$ cat config.mk
export PLATFORM = sky130hd
export DESIGN_NAME = multicycle_control_fsm_flat
export DESIGN_NICKNAME = d
export VERILOG_FILES = /design/src/rtl/multicycle_control_fsm_pkg.sv /design/src/rtl/multicycle_control_fsm_if.sv /design/src/rtl/multicycle_control_fsm_mem_wait_timer.sv /design/src/rtl/multicycle_control_fsm.sv /design/src/flat_wrapper.sv
export SDC_FILE = /design/constraint.sdc
export NUM_CORES = 1
export LEC_CHECK = 0
export CELL_PAD_IN_SITES_DETAIL_PLACEMENT = 2
export CELL_PAD_IN_SITES_GLOBAL_PLACEMENT = 2
export CORE_MARGIN = 2
export CORE_UTILIZATION = 26
export DETAILED_ROUTE_END_ITERATION = 8
export DONT_BUFFER_PORTS = 1
export GPL_ROUTABILITY_DRIVEN = 1
export PLACE_DENSITY_LB_ADDON = 0.08
export SLEW_MARGIN = 30
export SYNTH_ARGS = -nofsm -noshare
export SYNTH_HDL_FRONTEND = slang
export SYNTH_SLANG_ARGS = --single-unit
$ cat constraint.sdc
create_clock -name clk -period 1.2 [get_ports clk]
set_input_delay 0.06 -clock clk [delete_from_list [all_inputs] [get_ports clk]]
set_output_delay 0.06 -clock clk [all_outputs]
set_load 0.1 [all_outputs]
$ cat src/rtl/multicycle_control_fsm_pkg.sv
// Shared types and constants for the multicycle RV32I control sequencer.
// Holds the fixed state encoding, the opcode constants and an opcode legality helper.
package multicycle_pkg;

    typedef enum logic [2:0] {
        ST_FETCH   = 3'd0,
        ST_DECODE  = 3'd1,
        ST_EXECUTE = 3'd2,
        ST_MEM     = 3'd3,
        ST_WB      = 3'd4,
        ST_FAULT   = 3'd7
    } state_t;

    localparam logic [6:0] OP_R      = 7'b0110011;
    localparam logic [6:0] OP_I      = 7'b0010011;
    localparam logic [6:0] OP_LOAD   = 7'b0000011;
    localparam logic [6:0] OP_STORE  = 7'b0100011;
    localparam logic [6:0] OP_BRANCH = 7'b1100011;
    localparam logic [6:0] OP_JAL    = 7'b1101111;
    localparam logic [6:0] OP_JALR   = 7'b1100111;
    localparam logic [6:0] OP_LUI    = 7'b0110111;
    localparam logic [6:0] OP_AUIPC  = 7'b0010111;

    // True for the nine RV32I base opcodes this sequencer can execute.
    function automatic logic is_legal_op(input logic [6:0] op);
        logic legal;
        case (op)
            OP_R, OP_I, OP_LOAD, OP_STORE, OP_BRANCH,
            OP_JAL, OP_JALR, OP_LUI, OP_AUIPC: legal = 1'b1;
            default:                           legal = 1'b0;
        endcase
        return legal;
    endfunction

endpackage

$ cat src/rtl/multicycle_control_fsm_if.sv
// Decoder inputs, shared memory handshake and write strobes of the sequencer.
// master: the sequencer side; slave: the datapath / memory side.
interface multicycle_control_fsm_if;

    logic [6:0] opcode;
    logic       dec_ru_wr;
    logic       dec_dm_wr;
    logic       branch_taken;
    logic       mem_ready;

    logic       mem_req;
    logic       mem_iord;
    logic       ir_wr;
    logic       pc_wr;
    logic       pc_src;
    logic       ru_wr;
    logic       dm_wr;

    modport master (
        input  opcode, dec_ru_wr, dec_dm_wr, branch_taken, mem_ready,
        output mem_req, mem_iord, ir_wr, pc_wr, pc_src, ru_wr, dm_wr
    );

    modport slave (
        output opcode, dec_ru_wr, dec_dm_wr, branch_taken, mem_ready,
        input  mem_req, mem_iord, ir_wr, pc_wr, pc_src, ru_wr, dm_wr
    );

endinterface

$ cat src/rtl/multicycle_control_fsm_mem_wait_timer.sv
// Memory wait counter with timeout compare.
// Counts consecutive cycles in which a transfer is requested but not completed;
// timeout_o flags the cycle in which the TIMEOUT_CYCLES-th wait happens.
// TIMEOUT_CYCLES = 0 disables the timeout entirely.
module mem_wait_timer #(
    parameter int TIMEOUT_CYCLES = 16
) (
    input  logic clk,
    input  logic rst,
    input  logic waiting_i,
    output logic timeout_o
);

    localparam int CW = (TIMEOUT_CYCLES > 1) ? $clog2(TIMEOUT_CYCLES) : 1;
    localparam logic [CW-1:0] LAST = CW'((TIMEOUT_CYCLES > 0) ? (TIMEOUT_CYCLES - 1) : 0);

    logic [CW-1:0] cnt_q;
    logic [CW-1:0] cnt_d;

    // Next count: advance while waiting (saturating at LAST), clear otherwise.
    always_comb begin
        cnt_d = cnt_q;
        if (waiting_i) begin
            if (cnt_q != LAST) begin
                cnt_d = cnt_q + CW'(1);
            end else begin
                cnt_d = cnt_q;
            end
        end else begin
            cnt_d = '0;
        end
    end

    // Timeout fires on the wait cycle that brings the count to TIMEOUT_CYCLES.
    always_comb begin
        timeout_o = 1'b0;
        if (TIMEOUT_CYCLES == 0) begin
            timeout_o = 1'b0;
        end else begin
            timeout_o = waiting_i && (cnt_q == LAST);
        end
    end

    // Wait counter register.
    always_ff @(posedge clk) begin
        if (rst) begin
            cnt_q <= '0;
        end else begin
            cnt_q <= cnt_d;
        end
    end

endmodule

$ cat src/rtl/multicycle_control_fsm.sv
// Multicycle RV32I control sequencer: FETCH/DECODE/EXECUTE/MEM/WB with a
// sticky FAULT state for illegal opcodes and memory timeouts.
// Strobes are decoded combinationally from the current state (plus mem_ready
// and the decoder requests), so they line up with the cycle they act in.
// Optional feature macro: MULTICYCLE_PERF_CNT_EN enables the cycle and
// retired-instruction counters; without it both outputs are tied to 0.
module multicycle_control_fsm
    import multicycle_pkg::*;
#(
    parameter int TIMEOUT_CYCLES = 16,
    parameter int CNT_W          = 32
) (
    input  logic                     clk,
    input  logic                     rst,
    multicycle_control_fsm_if.master bus,
    output logic [2:0]               state_o,
    output logic                     fault,
    output logic [CNT_W-1:0]         cycle_cnt,
    output logic [CNT_W-1:0]         instret_cnt
);

    state_t state_q;
    state_t state_d;

    logic   mem_req_s;
    logic   mem_iord_s;
    logic   ir_wr_s;
    logic   pc_wr_s;
    logic   pc_src_s;
    logic   ru_wr_s;
    logic   dm_wr_s;
    logic   waiting_s;
    logic   timeout_s;

    // Waiting is derived from the state directly to keep the timer out of the FSM's combinational loop.
    assign waiting_s = ((state_q == ST_FETCH) || (state_q == ST_MEM)) && !bus.mem_ready;

    mem_wait_timer #(
        .TIMEOUT_CYCLES (TIMEOUT_CYCLES)
    ) u_wait_timer (
        .clk       (clk),
        .rst       (rst),
        .waiting_i (waiting_s),
        .timeout_o (timeout_s)
    );

    // Next-state and per-state strobe decode; everything defaults to idle.
    always_comb begin
        state_d    = state_q;
        mem_req_s  = 1'b0;
        mem_iord_s = 1'b0;
        ir_wr_s    = 1'b0;
        pc_wr_s    = 1'b0;
        pc_src_s   = 1'b0;
        ru_wr_s    = 1'b0;
        dm_wr_s    = 1'b0;
        case (state_q)
            ST_FETCH: begin
                mem_req_s  = 1'b1;
                mem_iord_s = 1'b1;
                if (bus.mem_ready) begin
                    ir_wr_s = 1'b1;
                    state_d = ST_DECODE;
                end else if (timeout_s) begin
                    state_d = ST_FAULT;
                end else begin
                    state_d = ST_FETCH;
                end
            end
            ST_DECODE: begin
                if (is_legal_op(bus.opcode)) begin
                    state_d = ST_EXECUTE;
                end else begin
                    state_d = ST_FAULT;
                end
            end
            ST_EXECUTE: begin
                if (bus.opcode == OP_BRANCH) begin
                    pc_wr_s  = 1'b1;
                    pc_src_s = bus.branch_taken;
                    state_d  = ST_FETCH;
                end else if ((bus.opcode == OP_LOAD) || (bus.opcode == OP_STORE)) begin
                    state_d = ST_MEM;
                end else begin
                    state_d = ST_WB;
                end
            end
            ST_MEM: begin
                mem_req_s = 1'b1;
                dm_wr_s   = bus.dec_dm_wr;
                if (bus.mem_ready) begin
                    if (bus.opcode == OP_STORE) begin
                        // A store retires here; PC advances sequentially.
                        pc_wr_s = 1'b1;
                        state_d = ST_FETCH;
                    end else begin
                        state_d = ST_WB;
                    end
                end else if (timeout_s) begin
                    state_d = ST_FAULT;
                end else begin
                    state_d = ST_MEM;
                end
            end
            ST_WB: begin
                ru_wr_s  = bus.dec_ru_wr;
                pc_wr_s  = 1'b1;
                pc_src_s = (bus.opcode == OP_JAL) || (bus.opcode == OP_JALR);
                state_d  = ST_FETCH;
            end
            ST_FAULT: begin
                state_d = ST_FAULT;
            end
            default: begin
                state_d = ST_FAULT;
            end
        endcase
    end

    // State register; reset restarts at FETCH and abandons any transfer.
    always_ff @(posedge clk) begin
        if (rst) begin
            state_q <= ST_FETCH;
        end else begin
            state_q <= state_d;
        end
    end

    assign bus.mem_req  = mem_req_s;
    assign bus.mem_iord = mem_iord_s;
    assign bus.ir_wr    = ir_wr_s;
    assign bus.pc_wr    = pc_wr_s;
    assign bus.pc_src   = pc_src_s;
    assign bus.ru_wr    = ru_wr_s;
    assign bus.dm_wr    = dm_wr_s;
    assign state_o      = state_q;
    assign fault        = (state_q == ST_FAULT);

`ifdef MULTICYCLE_PERF_CNT_EN
    logic [CNT_W-1:0] cycle_cnt_q;
    logic [CNT_W-1:0] instret_cnt_q;

    // Performance counters: live cycles and retirements (one per PC update).
    always_ff @(posedge clk) begin
        if (rst) begin
            cycle_cnt_q   <= '0;
            instret_cnt_q <= '0;
        end else begin
            if (state_q != ST_FAULT) begin
                cycle_cnt_q <= cycle_cnt_q + CNT_W'(1);
            end
            if (pc_wr_s) begin
                instret_cnt_q <= instret_cnt_q + CNT_W'(1);
            end
        end
    end

    assign cycle_cnt   = cycle_cnt_q;
    assign instret_cnt = instret_cnt_q;
`else
    assign cycle_cnt   = '0;
    assign instret_cnt = '0;
`endif

endmodule

$ cat src/flat_wrapper.sv
// flat-port wrapper written by rule: the top's interface ports become plain ports
module multicycle_control_fsm_flat import multicycle_pkg::*;
#(
    parameter int TIMEOUT_CYCLES = 16,
    parameter int CNT_W          = 32
)
  (clk, rst, state_o, fault, cycle_cnt, instret_cnt, bus_opcode, bus_dec_ru_wr, bus_dec_dm_wr, bus_branch_taken, bus_mem_ready, bus_mem_req, bus_mem_iord, bus_ir_wr, bus_pc_wr, bus_pc_src, bus_ru_wr, bus_dm_wr);
  multicycle_control_fsm_if bus_i ();
  input  logic clk;
  input  logic rst;
  output logic [2:0] state_o;
  output logic fault;
  output logic [CNT_W-1:0] cycle_cnt;
  output logic [CNT_W-1:0] instret_cnt;
  input wire logic [$bits(bus_i.opcode)-1:0] bus_opcode;
  input wire logic [$bits(bus_i.dec_ru_wr)-1:0] bus_dec_ru_wr;
  input wire logic [$bits(bus_i.dec_dm_wr)-1:0] bus_dec_dm_wr;
  input wire logic [$bits(bus_i.branch_taken)-1:0] bus_branch_taken;
  input wire logic [$bits(bus_i.mem_ready)-1:0] bus_mem_ready;
  output wire logic [$bits(bus_i.mem_req)-1:0] bus_mem_req;
  output wire logic [$bits(bus_i.mem_iord)-1:0] bus_mem_iord;
  output wire logic [$bits(bus_i.ir_wr)-1:0] bus_ir_wr;
  output wire logic [$bits(bus_i.pc_wr)-1:0] bus_pc_wr;
  output wire logic [$bits(bus_i.pc_src)-1:0] bus_pc_src;
  output wire logic [$bits(bus_i.ru_wr)-1:0] bus_ru_wr;
  output wire logic [$bits(bus_i.dm_wr)-1:0] bus_dm_wr;
  assign bus_i.opcode = bus_opcode;
  assign bus_i.dec_ru_wr = bus_dec_ru_wr;
  assign bus_i.dec_dm_wr = bus_dec_dm_wr;
  assign bus_i.branch_taken = bus_branch_taken;
  assign bus_i.mem_ready = bus_mem_ready;
  assign bus_mem_req = bus_i.mem_req;
  assign bus_mem_iord = bus_i.mem_iord;
  assign bus_ir_wr = bus_i.ir_wr;
  assign bus_pc_wr = bus_i.pc_wr;
  assign bus_pc_src = bus_i.pc_src;
  assign bus_ru_wr = bus_i.ru_wr;
  assign bus_dm_wr = bus_i.dm_wr;
  multicycle_control_fsm #(.TIMEOUT_CYCLES(TIMEOUT_CYCLES), .CNT_W(CNT_W)) u_core (.clk(clk), .rst(rst), .bus(bus_i), .state_o(state_o), .fault(fault), .cycle_cnt(cycle_cnt), .instret_cnt(instret_cnt));
endmodule
==> Yosys cells after proc, flatten, opt, wreduce, memory -nomap -nowiden <==
Index checks and enable logic that the tools add are counted.
{ "totals": {"reg_bits": 7, "latchBits": 0, "ram_bits": 0, "rom_bits": 0, "output_inout_bits": 75, "elab_cells": 53, "memories": 0} }
{ "op_classes": {"add_sub_neg": 1, "n_mul": 0, "div": 0, "magnitude_cmp": 0, "eq_ne": 16, "n_shift": 0, "muxes": 23, "bitwise_logic": 1, "reduce_logical": 10} }
{ "op_table": {"columns": ["op", "n"], "rows": [
  ["$mux 3", 8],
  ["$eq 7x6->1 const B", 3],
  ["$eq 7x7->1 const B", 3],
  ["$pmux 3 s5", 1],
  ["$eq 7x5->1 const B", 2],
  ["$mux 1", 12],
  ["$reduce_or 9->1", 1],
  ["$eq 7x2->1 const B", 1],
  ["$eq 3x2->1 const B", 2],
  ["$eq 3x3->1 const B", 2],
  ["$add 4x1->4 const B", 1],
  ["$eq 4x4->1 const B", 1],
  ["$ne 4x4->1 const B", 1],
  ["$reduce_or 2->1", 2],
  ["$eq 3x1->1 const B", 1],
  ["$logic_not 3->1", 1],
  ["$logic_or 1x1->1", 3],
  ["$pmux 1 s3", 1],
  ["$logic_and 1x1->1", 2],
  ["$pmux 1 s2", 1],
  ["$logic_not 1->1", 1],
  ["$not 1->1", 1]
]} }

==> Depth between registers and ports, before layout <==
{ "logic_depth": {"depth_word": 7, "mapped_depth": 5, "depth_no_buf": 5} }

==> Modules after synthesis <==
From an unflattened synthesis, not the netlist that was laid out.
{ "hier_totals": {"hier_cells": 148, "hier_area_um2": 1106.1} }
{ "by_module_without_submodules": {"columns": ["module", "instances", "cells_each", "area_each_um2"], "rows": [
  ["multicycle_control_fsm", 1, 127, 890.9],
  ["mem_wait_timer", 1, 21, 215.2]
]} }

==> Worst setup path before layout <==
No wires, ideal clock.
{ "synth_path": {"path_type": "flip-flop to output port", "startpoint": "register u_core.state_q[2] (netlist: u_core.state_o[2])", "endpoint": "output port bus_pc_src", "t_arrival_ps": 3632, "t_required_ps": 1140, "path_slack_ps": -2492, "stages_incl_launch_ff": 6, "path_buffers": 1, "cell_sequence": "dfxtp_1 buf_2 inv_1 nor2_1 a32oi_1 nor3_1"} }
{ "synth_via": {"elab_chain_len": 2} }
{ "synth_rtl": {"columns": ["item", "line_no", "rtl"], "rows": [
  ["from (decl)", "multicycle_control_fsm.sv:22", "state_t state_q;"],
  ["from (signal assigned)", "multicycle_control_fsm.sv:125", "state_q <= state_d;"],
  ["$eq 3x3->1 / $eq 3x2->1 (equally long branches)", "multicycle_control_fsm.sv:57", "case (state_q)"],
  ["$pmux 1 s2 *", "multicycle_control_fsm.sv:57", null],
  ["to (decl)", "flat_wrapper.sv:24", "output wire logic [$bits(bus_i.pc_src)-1:0] bus_pc_src;"]
]} }
Mark *: on every way between the ends. The rest lies on a longest branch, timed or not.

==> Worst setup path after layout <==
{ "layout_path": {"startpoint": "register u_core.state_q[0] (netlist: u_core.state_o[0])", "endpoint": "output port bus_ir_wr"} }
{ "layout_via": {"elab_chain_len": 2} }
{ "layout_rtl": {"columns": ["item", "line_no", "rtl"], "rows": [
  ["$logic_not 3->1", "multicycle_control_fsm.sv:57", null],
  ["$mux 1", "multicycle_control_fsm.sv:57", null],
  ["to (decl)", "flat_wrapper.sv:22", "output wire logic [$bits(bus_i.ir_wr)-1:0] bus_ir_wr;"]
]} }
No other way between the ends.

==> run metrics <==
clock tree sinks=7; setup tns final=-2.09 ns; via/cell ratio=3.91; DP HPWL=2.19 mm; CTS tree=built; Final period util=124%; class of the most critical setup path=reg -> out; Reg area=154 sq um; final WL=2.87 mm; placer congestion estimate=0.722; deepest level of the CTS H-tree=1; fmax=675 MHz; run status=complete, but fails checks; Cell Pwr Density=3160 nW/um^2; Hold Crit Class=in -> reg; total track usage=12.6%; largest net degree at the start of global routing=7; failing checks=negative setup slack; final hold vios=0; Inserted Clock Buffers=3; crit-path max FO=5; vias=841; final worst slack=-0.282 ns; core area=3690 sq um; Root Driver=clkbuf_8; FF+latch count, synth=7; Layout Cells excl Fill=215; Iteration-0 DRC Markers=20; row cnt=22; CP arrival=1.42 ns; Max Root-Sink Buffers=2; DRC viols=0; final net count=182; Yosys Warn Count=0; Die X=66.1 um; Slew Viols, Final=0; r2r startpoint=u_core.state_o[0]; sequential-to-total area share from yosys stat=14.0%; Overflow after GRT=0; # setup viols final=14; Post-Layout Inst Area=1410 sq um; Worst VDD drop=0.696 mV; initial antenna violation count=0; post-synth top area share=47.9%; Layout fillers=430; type of origin of the critical path=flop; most common cell after layout, fill and taps aside=conb_1; drt wl/cell=13.3 um; ant diodes=0; area of the multi-input gates=758 sq um; Post-Route Utilization=38.1%; Top Ports=88; Clock Pin Slew Worst Setup and Hold Paths=0.04 ns; area grow syn2layout=40.2%; hold endpoint=u_core.state_o[1]; Synth cell types=35; LEAKAGE=0.000655 uW; R2R setup slack=-0.11 ns; chip height=66.1 um; Post-Route Skew=0.00160 ns; first-pass GRT wire length=4.21 mm; FF-to-FF End=u_core.state_o[2]; drt first pass iters=4; Yosys top cell by area=buf_4; vias in the first global route=810; total power=4440 uW; R2R depth=5; minimum clock period=1.48 ns; Post-Syn Area=1000 sq um; share of layout cells above drive strength 1=38.9%; Die Area=4370 sq um; CP required=1.14 ns; DP Cell Count=202; Mapped Avg Cell Area=7.54 sq um; Post-Syn Instances=133; Initial Utilization=27.2%; hold path cells=2; ANT nets after route=0; DP Area=1160 sq um; RSZ-0062 raised after global routing=yes; most frequent cells in the layout=conb_1, buf_4, buf_12, nor2_4, buf_6; latest clock arrival within the worst-skew pair=0.23 ns; PortBufs=0; hold_sp=bus_mem_ready; Critical Path Sink Type=output port; max-cap viol count=0; Area contributors post-synth=buf_4, dfxtp_1, nor2_1
==> synthesized netlist by cell type <==
| cell | n |
|---|---|
| o2111ai_1 | 1 |
| a31oi_1 | 4 |
| xnor2_1 | 1 |
| ha_1 | 1 |
| a21oi_1 | 3 |
| nor3_1 | 4 |
| buf_4 | 64 |
| a32oi_1 | 1 |
| a21oi_4 | 1 |
| nand3b_1 | 1 |
| nand2_2 | 1 |
| inv_1 | 3 |
| mux2i_1 | 1 |
| nor2b_1 | 2 |
| nand2_1 | 3 |
| nand3_1 | 5 |
| nor3b_1 | 2 |
| a211oi_1 | 1 |
| or3_1 | 1 |
| a2bb2oi_1 | 2 |
| or2_1 | 1 |
| buf_2 | 1 |
| buf_6 | 1 |
| a211o_1 | 1 |
| o21ai_0 | 1 |
| nor2_1 | 10 |
| nand2b_1 | 1 |
| o22ai_1 | 1 |
| and3_1 | 2 |
| conb_1 | 1 |
| dfxtp_1 | 7 |
| a21o_2 | 1 |
| a41oi_1 | 1 |
| and3b_1 | 1 |
| o211ai_1 | 1 |
==> power breakdown <==
part	internal, uW	switching (uW)	total (uW)
Combinational	1080	2610	3690
Sequential	318	106	425
Clock	230	104	334
==> critical path: stages (launching register included) <==
cell and delay (ns):
dfxtp_4 0.36, or2_4 0.28, buf_8 0.15, nor3_4 0.21
buf_12 0.20
==> per-layer routing <==
layer	share of wire [%]	up-vias	global-route usage [%]	routed length, um
li1	-	389	-	-
met1	38	400	14.1	1090
met2	53	50	22.9	1530
met3	8.0	2	3.07	228
met4	0.91	0	4.08	26
met5	0	-	0	0
==> per-stage QoR <==
stage / setup WS [ns] / hold slack, ns
after detailed placement: -0.0758 / 0.124
after global placement: -0.0439 / 0.124
after CTS: -0.268 / 0.0265
after global routing: -0.320 / 0.0507
final: -0.282 / 0.0421
after floorplan: -0.622 / 0.119
==> kinds of logic after synthesis <==
group           after synthesis  share of synthesized area, %
buf+inv                      69                          50.7
simple gates                 34                          17.5
compound gates               19                          14.4
flops                         7                          14.0
fa+ha+maj                     1                          1.25
other cells                   1                         0.374
xor+xnor                      1                         0.874
mux                           1                         0.999
==> what timing repair did <==
action | in CTS | in global routing
gates resized for setup | 11 | 18
endpoints found under the setup margin | 9 | 16
buffers inserted | 3 | 6
pin swaps | 5 | 9
hold endpoints to repair | 3 | 0
hold buffers | 1 | 0
==> sequential cells by signal, indices dropped and copies added, names as in the netlist <==
| name | count |
|---|---|
| u_core.u_wait_timer.cnt_q | 4 |
| u_core.state_o | 3 |
==> layout make-up <==
type / instances / share of cell area (%)
inverters: 3 / 0.801
multi-input cells: 120 / 54.0
repair buffers: 33 / 26.8
flip-flops and latches: 7 / 11.0
well taps: 48 / 4.27
clock buffers: 4 / 3.21
==> worst max-delay path by stage <==
stage / slack [ns] / end / start
finish: -0.28 / bus_ir_wr / u_core.state_o[0]
global route: -0.32 / bus_pc_wr / u_core.state_o[1]
CTS: -0.27 / bus_pc_wr / u_core.state_o[1]
detailed placement: -0.08 / u_core.state_o[2] / u_core.state_o[1]
global placement: -0.04 / u_core.state_o[0] / u_core.u_wait_timer.cnt_q[1]
floorplan: -0.62 / u_core.state_o[2] / u_core.state_o[1]
No activity file was read; power rests on OpenSTA's default activity.
